File: src/rtl/eth_pcs_rx_block_lock.sv
// 10GBASE-R RX block synchroniser with BER monitor and saturating errored-header counter.
// All outputs registered (one cycle after the deciding header); no backpressure, i_valid=0 only stalls header counting.
module eth_pcs_rx_block_lock #(
  parameter int SH_TH       = 64,
  parameter int SH_INVAL_TH = 16,
  parameter int SLIP_WAIT   = 2,
  parameter int BER_WIN_CYC = 19531,
  parameter int BER_TH      = 16,
  parameter int W_ERR_CNT   = 6
) (
  input  logic                 i_clk,
  input  logic                 i_rst_n,
  input  logic                 i_valid,
  input  logic [1:0]           i_sync,
  input  logic                 i_err_clr,
  output logic                 o_slip,
  output logic                 o_block_lock,
  output logic                 o_hi_ber,
  output logic [W_ERR_CNT-1:0] o_err_cnt
);

  localparam int SHW  = $clog2(SH_TH + 1);
  localparam int IVW  = $clog2(SH_INVAL_TH + 1);
  localparam int WTW  = (SLIP_WAIT > 0) ? $clog2(SLIP_WAIT + 1) : 1;
  localparam int WINW = $clog2(BER_WIN_CYC);
  localparam int BERW = $clog2(BER_TH + 1);

  if (SH_INVAL_TH > SH_TH) begin : g_chk_inval
    $error("SH_INVAL_TH must not exceed SH_TH");
  end
  if (BER_TH < 1) begin : g_chk_ber_th
    $error("BER_TH must be at least 1");
  end
  if (BER_WIN_CYC < 2) begin : g_chk_ber_win
    $error("BER_WIN_CYC must be at least 2");
  end

  typedef enum logic {ST_TEST, ST_SLIP_WAIT} state_t;

  state_t               state_q, state_d;
  logic [SHW-1:0]       sh_cnt_q, sh_cnt_d;
  logic [IVW-1:0]       inv_cnt_q, inv_cnt_d;
  logic [WTW-1:0]       wait_cnt_q, wait_cnt_d;
  logic [WINW-1:0]      win_cnt_q, win_cnt_d;
  logic [BERW-1:0]      ber_cnt_q, ber_cnt_d;
  logic [W_ERR_CNT-1:0] err_cnt_q, err_cnt_d;
  logic                 slip_q, slip_d;
  logic                 lock_q, lock_d;
  logic                 hi_ber_q, hi_ber_d;

  logic                 hdr_bad;
  logic                 bad_locked;
  logic [SHW-1:0]       sh_inc;
  logic [IVW-1:0]       inv_inc;
  logic [BERW-1:0]      ber_inc;
  logic                 win_end;

  always_comb begin
    hdr_bad    = (i_sync == 2'b00) || (i_sync == 2'b11);
    bad_locked = lock_q && i_valid && hdr_bad;
    sh_inc     = sh_cnt_q + 1'b1;
    inv_inc    = inv_cnt_q + 1'b1;
  end

  // Block-sync FSM: header windows, slip requests and lock status.
  always_comb begin
    state_d    = state_q;
    sh_cnt_d   = sh_cnt_q;
    inv_cnt_d  = inv_cnt_q;
    wait_cnt_d = wait_cnt_q;
    lock_d     = lock_q;
    slip_d     = 1'b0;
    case (state_q)
      ST_TEST: begin
        if (i_valid) begin
          sh_cnt_d = sh_inc;
          if (!lock_q) begin
            if (hdr_bad) begin
              slip_d     = 1'b1;
              sh_cnt_d   = '0;
              inv_cnt_d  = '0;
              wait_cnt_d = WTW'(SLIP_WAIT);
              state_d    = ST_SLIP_WAIT;
            end else if (sh_inc == SHW'(SH_TH)) begin
              lock_d    = 1'b1;
              sh_cnt_d  = '0;
              inv_cnt_d = '0;
            end
          end else begin
            if (hdr_bad) begin
              inv_cnt_d = inv_inc;
            end
            // Unlock takes precedence over a window closing on the same header.
            if (hdr_bad && (inv_inc == IVW'(SH_INVAL_TH))) begin
              lock_d     = 1'b0;
              slip_d     = 1'b1;
              sh_cnt_d   = '0;
              inv_cnt_d  = '0;
              wait_cnt_d = WTW'(SLIP_WAIT);
              state_d    = ST_SLIP_WAIT;
            end else if (sh_inc == SHW'(SH_TH)) begin
              sh_cnt_d  = '0;
              inv_cnt_d = '0;
            end
          end
        end
      end
      ST_SLIP_WAIT: begin
        if (wait_cnt_q == '0) begin
          state_d = ST_TEST;
        end else if (i_valid) begin
          wait_cnt_d = wait_cnt_q - 1'b1;
          if (wait_cnt_q == WTW'(1)) begin
            state_d = ST_TEST;
          end
        end
      end
      default: state_d = ST_TEST;
    endcase
  end

  // BER window runs only while locked; hi_ber falls together with lock.
  always_comb begin
    win_cnt_d = win_cnt_q;
    ber_cnt_d = ber_cnt_q;
    hi_ber_d  = hi_ber_q;
    win_end   = (win_cnt_q == WINW'(BER_WIN_CYC - 1));
    ber_inc   = (bad_locked && (ber_cnt_q != BERW'(BER_TH))) ? ber_cnt_q + 1'b1 : ber_cnt_q;
    if (!lock_d) begin
      win_cnt_d = '0;
      ber_cnt_d = '0;
      hi_ber_d  = 1'b0;
    end else if (lock_q) begin
      if (win_end) begin
        win_cnt_d = '0;
        ber_cnt_d = '0;
        hi_ber_d  = (ber_inc == BERW'(BER_TH));
      end else begin
        win_cnt_d = win_cnt_q + 1'b1;
        ber_cnt_d = ber_inc;
        if (ber_inc == BERW'(BER_TH)) begin
          hi_ber_d = 1'b1;
        end
      end
    end
  end

  always_comb begin
    err_cnt_d = err_cnt_q;
    if (i_err_clr) begin
      err_cnt_d = '0;
    end else if (bad_locked && (err_cnt_q != '1)) begin
      err_cnt_d = err_cnt_q + 1'b1;
    end
  end

  always_ff @(posedge i_clk or negedge i_rst_n) begin
    if (!i_rst_n) begin
      state_q    <= ST_TEST;
      sh_cnt_q   <= '0;
      inv_cnt_q  <= '0;
      wait_cnt_q <= '0;
      win_cnt_q  <= '0;
      ber_cnt_q  <= '0;
      err_cnt_q  <= '0;
      slip_q     <= 1'b0;
      lock_q     <= 1'b0;
      hi_ber_q   <= 1'b0;
    end else begin
      state_q    <= state_d;
      sh_cnt_q   <= sh_cnt_d;
      inv_cnt_q  <= inv_cnt_d;
      wait_cnt_q <= wait_cnt_d;
      win_cnt_q  <= win_cnt_d;
      ber_cnt_q  <= ber_cnt_d;
      err_cnt_q  <= err_cnt_d;
      slip_q     <= slip_d;
      lock_q     <= lock_d;
      hi_ber_q   <= hi_ber_d;
    end
  end

  assign o_slip       = slip_q;
  assign o_block_lock = lock_q;
  assign o_hi_ber     = hi_ber_q;
  assign o_err_cnt    = err_cnt_q;

endmodule

File: config.mk
export PLATFORM = sky130hd
export DESIGN_NAME = eth_pcs_rx_block_lock
export DESIGN_NICKNAME = d
export VERILOG_FILES = /design/src/rtl/eth_pcs_rx_block_lock.sv
export SDC_FILE = /design/constraint.sdc
export NUM_CORES = 1
export LEC_CHECK = 0
export BUFFER_PORTS_ARGS = -buffer_cell sky130_fd_sc_hd__buf_2
export CORE_MARGIN = 10
export CORE_UTILIZATION = 55
export DETAILED_ROUTE_END_ITERATION = 12
export PLACE_DENSITY = 0.72
export SYNTH_ARGS = -nofsm -noshare
export SYNTH_HDL_FRONTEND = slang
export SYNTH_SLANG_ARGS = --single-unit
File: constraint.sdc
create_clock -name i_clk -period 5.95 [get_ports i_clk]
set_clock_uncertainty 0.15 [all_clocks]
set_input_delay 0.2975 -clock i_clk [delete_from_list [all_inputs] [get_ports i_clk]]
set_output_delay 0.2975 -clock i_clk [all_outputs]
set_load 0.01 [all_outputs]
# == Yosys cells after proc, flatten, opt, wreduce, memory -nomap -nowiden ==
# Index checks and enable logic that the tools add are counted.
# Widths: inputs -> output; s select.
# op_classes
n_bitwise,1
n_eq_ne,15
addsub,6
mux,45
n_reduce_logical,15
# op_table
op,count
$mux 5,10
$mux 15,3
$mux 7,4
$mux 1,18
$add 15x1->15 const B,1
$eq 15x15->1 const B,1
$mux 2,6
$mux 6,2
$add 5x1->5 const B,2
$eq 5x5->1 const B,2
$ne 2x2->1 const B,4
$add 7x1->7 const B,1
$eq 7x7->1 const B,1
$add 6x1->6 const B,1
$ne 3x3->1 const B,2
$ne 6x6->1 const B,1
$reduce_bool 3->1,2
$logic_and 1x1->1,5
$ne 5x5->1 const B,1
$reduce_and 5->1,1
$logic_not 2->1,2
$pmux 2 s2,1
$reduce_and 2->1,2
$reduce_and 4->1,1
8 further kinds,8
# word_totals
input_bits,6
word_cells,92
register_bits,44
out_inout_bits,9

# == Longest topological paths before layout ==
# depth
ltp_word,10
depth_mapped,9
depth_no_buf,8

# == Least setup slack after synthesis ==
# Ideal clock, no wire load.
# synth_path
path_kind,reg2reg
from,reg win_cnt_q[5]
to,reg ber_cnt_q[0]
required_time_ns,5.681
synth_period_minus_slack_ns,2.063
setup_ns,0.119
setup_slack_ns,3.887
path_stages_with_launch,8
arrival_ns,1.795
path_buffers,1
path_cell_list,dfrtp_1 or4b_1 nor4_1 a41oi_1 o21a_2 buf_6 a21oi_1 o21ba_1
# synth_between
elab_chain_len,4
# synth_lines
element,line_no,rtl
"start, declared",44,"logic [WINW-1:0] win_cnt_q, win_cnt_d;"
"start signal, assigned",174,win_cnt_q <= win_cnt_d;
$eq 15x15->1,127,win_end = (win_cnt_q == WINW'(BER_WIN_CYC - 1));
$mux 5,134,if (win_end) begin
$mux 5,133,end else if (lock_q) begin
$mux 5,129,if (!lock_d) begin
"end signal, assigned",175,ber_cnt_q <= ber_cnt_d;
"end, declared",45,"logic [BERW-1:0] ber_cnt_q, ber_cnt_d;"
# No other way between the ends. The select of a mux whose other input is x is not followed.
# A chain may end at the register's enable or synchronous reset.

# == Final worst setup path ==
# layout_path
from,reg sh_cnt_q[0]
to,reg win_cnt_q[6]
# layout_between
elab_chain_len,8
word_cells_on_any_way,9
classes_between,add/sub: 1; eq/ne: 2; mux: 6
# layout_lines
element,line_no,rtl
"start, declared",41,"logic [SHW-1:0] sh_cnt_q, sh_cnt_d;"
"start signal, assigned",171,sh_cnt_q <= sh_cnt_d;
$add 7x1->7 *,61,sh_inc = sh_cnt_q + 1'b1;
$eq 7x7->1 *,84,end else if (sh_inc == SHW'(SH_TH)) begin
$mux 1 *,84,
$mux 1 *,78,if (hdr_bad) begin
$mux 1 *,77,if (!lock_q) begin
$mux 1 *,75,if (i_valid) begin
$mux 1 *,73,case (state_q)
$ne 2x2->1 (no line) / $mux 15 (equally long branches),n/a,
# Every way passes the cells marked *; elsewhere a longest branch is shown, timed or not.

==> impl_results.md <==
* Total DRC errors in the routed layout at 0
* Total of max-cap violations at 0
* Core ar. at 4380 um2
* Leading cell types in the layout, fill and taps excluded: sky130_fd_sc_hd__dfrtp_1, sky130_fd_sc_hd__o21ai_0, sky130_fd_sc_hd__nand2_1
* Die area at 7630 um2
* Worst EP arrival at 2910 ps
* Most common flop cell mapped by yosys: sky130_fd_sc_hd__dfrtp_1
* Buf+Inv Stages, Crit Path at 0
* TritonCTS clock tree: built
* Cts-stage hold buffer count at 0
* Synthesis warning total at 0
* Net count after synthesis at 291
* Number of search-and-repair iterations in the first detailed-routing pass at 4
* Clk root buf: sky130_fd_sc_hd__clkbuf_8
* Transition time at the pin with the least slew margin at 1140 ps
* Number of H-tree levels at 2
* Worst slack after detailed placement at 3160 ps
* Kind of path behind the tightest hold check: in -> async
* Cell variety after synth at 47
* Clock transition at path regs at 80 ps
* Antenna violations before repair at 0
* Leakage component of the power at 1.19 nW
* Number of global-route vias before repair at 1912
* Drt wl/cell at 14.9 um
* Peak clock frequency supported by timing at 352 MHz
* Critical-path cell list: ha_1 > nand2_1 > a21oi_1 > o21ai_1 > nor2_1 > o21ai_0 > a21oi_1
* Final setup violating endpoints at 0
* Reg-to-Reg Start: sh_cnt_q[0]
* Maximum buffer depth of the clock tree at 2
* Final critical-path share of the clock period at 47.8%
* Required time of the critical path at 6020 ps
* Critical Path Source Type: flip-flop
* Final setup slack of the worst path at 3110 ps
* Async S/R FF share, synth at 100%
* HPWL reported at the end of detailed placement at 3560 um
* Post-CTS setup repair buffer count at 0
* Post-Route Setup TNS at 0 ps
* Max-slew headroom at the worst pin at 23.8%
* CP top delay family: simple AND/OR/NAND/NOR gates
* Buffers added on ports at 14
* Fraction of layout cells with a size suffix above 1 at 8.28%
* Critical path endpoint category: flip-flop
* Overall fraction of global-route tracks in use at 14.2%
* Worst path most repeated cell: sky130_fd_sc_hd__a21oi_1
* Sequential fraction of the synthesis area at 44.1%
* Final Hold Fails at 0
* First-pass GRT wire length at 8960 um
* Number of standard cells in the layout, taps in and fillers out at 342
* Class of the most critical setup path: reg -> reg
* Net count reported at finish at 305
* Boundary pin count at 15
* Worst r2r path cells at 7
* Synthesized area divided by synthesized cell count at 9.08 um2
* Clock latency at the later pin of the worst-skew pair at 300 ps
* Number of CTS-inserted buffers at 5
* Maximum number of pins on one net before global-route repair at 45
* Outcome: finished, final reports clean
* Worst reg2reg path endpoint: win_cnt_q[6]
* Placed Cells incl. Taps at 334
* Setup slack, reg-to-reg at 3110 ps
* Final wirelength at 5090 um
* Count of antenna diodes in the layout at 0
* Final-layout fill cell count at 402
* Clk sinks at 44
* Antenna violation net count after detailed routing at 0
* Congestion Overflow GR at 0
* GPL Wtd Cong at 0.837
* Post-CTS resize count at 0
* Max stage delay cell, worst path: sky130_fd_sc_hd__nor2_1
* Max incr delay on CP at 950 ps
* Max Fanout on Critical Path at 20
* Area of the mapped netlist at 2500 um2
* Growth of design area from synthesis to finish at 7.57%
* Initial DRC Count at 92
* Die outline width at 87.4 um
* Die height at 87.4 um
* Total power density per cell area at 241 nW/um2
* Setup repair after global routing missed its margin: no
* Total vias in the final route at 2034
* EDFF count, synth at 0
* Worst voltage drop across the vdd grid at 187 uV
* #FFs+latches synth at 44
* Starting density of the core at 56.9%
* Slew Viols, Final at 0
* DR vias/cell at 5.95
* Most common library cell in the layout ignoring fill and taps: sky130_fd_sc_hd__dfrtp_1
* Row Count at 24
* Number of instances in the synthesized netlist at 275
* Shortest clock period the worst path allows after layout at 2840 ps
[sequential cells by signal, indices dropped and copies added, names as in the netlist]
register	count
win_cnt_q	15
ber_cnt_q	5
sh_cnt_q	7
o_hi_ber	1
inv_cnt_q	5
state_q	1
o_block_lock	1
o_err_cnt	6
wait_cnt_q	2
o_slip	1
[power breakdown]
group | switching, mW | leakage [nW] | internal, mW
combinational | 0.0633 | 0.546 | 0.0422
sequential | 0.0273 | 0.603 | 0.321
clock | 0.0990 | 0.0455 | 0.0948
total | 0.190 | 1.19 | 0.458
[routing by layer]
layer,track usage [%],part of all wire (%)
met2,21.1,45
met4,4.35,1.2
met1,19.8,51
met5,0,0
met3,3.18,3.1
[logic make-up (layout without fill, tap and decap cells)]
| family | Yosys count | in the layout | synth area share, % |
|---|---|---|---|
| multiplexers | 1 | 1 | 0.401 |
| adder cells (fa/ha/maj) | 10 | 10 | 5.01 |
| buffers and inverters | 19 | 34 | 3.26 |
| AND/OR/NAND/NOR | 110 | 110 | 22.8 |
| flip-flops | 44 | 44 | 44.1 |
| AO/OA/AOI/OAI | 77 | 77 | 19.5 |
| XOR/XNOR | 14 | 14 | 4.91 |
[worst reg2reg max path, cell delays in order, from the launching register on]
cell and delay, ps:
sky130_fd_sc_hd__dfrtp_1 460, sky130_fd_sc_hd__ha_1 240, sky130_fd_sc_hd__nand2_1 110, sky130_fd_sc_hd__a21oi_1 140, sky130_fd_sc_hd__o21ai_1 280, sky130_fd_sc_hd__nor2_1 950, sky130_fd_sc_hd__o21ai_0 240, sky130_fd_sc_hd__a21oi_1 200
[metrics by stage]
stage / hold slack, ps / util (%) / instance area (um2) / power [mW]
2_1_floorplan: -148 / - / 2500 / 0.427
3_3_place_gp: 369 / 59.2 / 2590 / 0.456
3_5_place_dp: 374 / 59.2 / 2590 / 0.460
4_1_cts: 49.8 / 61.2 / 2690 / 0.655
5_1_grt: 83.3 / 61.2 / 2690 / 0.688
6_report: 7.95 / 61.2 / 2690 / 0.647
[final cells by class]
cell class / instances / area [um2] / area share [%]
Clock buffer: 8 / 90.1 / 3.36
Sequential cell: 44 / 1100 / 41.0
Multi-Input combinational cell: 212 / 1310 / 48.9
Inverter: 12 / 45.0 / 1.68
Timing Repair Buffer: 14 / 70.1 / 2.61
Tap cell: 52 / 65.1 / 2.42
[worst max-delay path by stage]
stage                       from           end  slack, ps  cells after the start
finish               sh_cnt_q[0]  win_cnt_q[6]       3110                      7
global placement     sh_cnt_q[0]  win_cnt_q[6]       3240                      7
global route         sh_cnt_q[0]  win_cnt_q[6]       2730                      7
detailed placement   sh_cnt_q[0]  win_cnt_q[6]       3160                      6
CTS                  sh_cnt_q[0]  win_cnt_q[6]       3120                      7
floorplan           win_cnt_q[5]  ber_cnt_q[0]       3890                      7
[synthesized netlist by cell type, types with 2 or more instances]
master | number | area (um2)
sky130_fd_sc_hd__dfrtp_1 | 44 | 1100
sky130_fd_sc_hd__o21ai_0 | 31 | 155
sky130_fd_sc_hd__nand2_1 | 30 | 113
sky130_fd_sc_hd__nor2_1 | 18 | 67.6
sky130_fd_sc_hd__a21oi_1 | 14 | 70.1
sky130_fd_sc_hd__nand3_1 | 13 | 65.1
sky130_fd_sc_hd__inv_1 | 12 | 45.0
sky130_fd_sc_hd__xor2_1 | 12 | 105
sky130_fd_sc_hd__ha_1 | 10 | 125
sky130_fd_sc_hd__a22o_1 | 9 | 78.8
sky130_fd_sc_hd__or3_1 | 9 | 56.3
sky130_fd_sc_hd__and3_1 | 6 | 37.5
sky130_fd_sc_hd__nand4_1 | 6 | 37.5
sky130_fd_sc_hd__nor3_1 | 6 | 30.0
sky130_fd_sc_hd__a21o_1 | 4 | 30.0
sky130_fd_sc_hd__and4_1 | 4 | 35.0
sky130_fd_sc_hd__clkbuf_1 | 4 | 15.0
sky130_fd_sc_hd__nand2b_1 | 4 | 25.0
sky130_fd_sc_hd__a31oi_1 | 2 | 12.5
sky130_fd_sc_hd__a32o_1 | 2 | 20.0
sky130_fd_sc_hd__and2_1 | 2 | 12.5
sky130_fd_sc_hd__buf_2 | 2 | 10.0
sky130_fd_sc_hd__nor2b_1 | 2 | 12.5
sky130_fd_sc_hd__nor3b_1 | 2 | 15.0
sky130_fd_sc_hd__nor4_1 | 2 | 12.5
sky130_fd_sc_hd__nor4b_1 | 2 | 17.5
sky130_fd_sc_hd__o211ai_1 | 2 | 15.0
sky130_fd_sc_hd__xnor2_1 | 2 | 17.5
(Power assumes the default switching activity.)
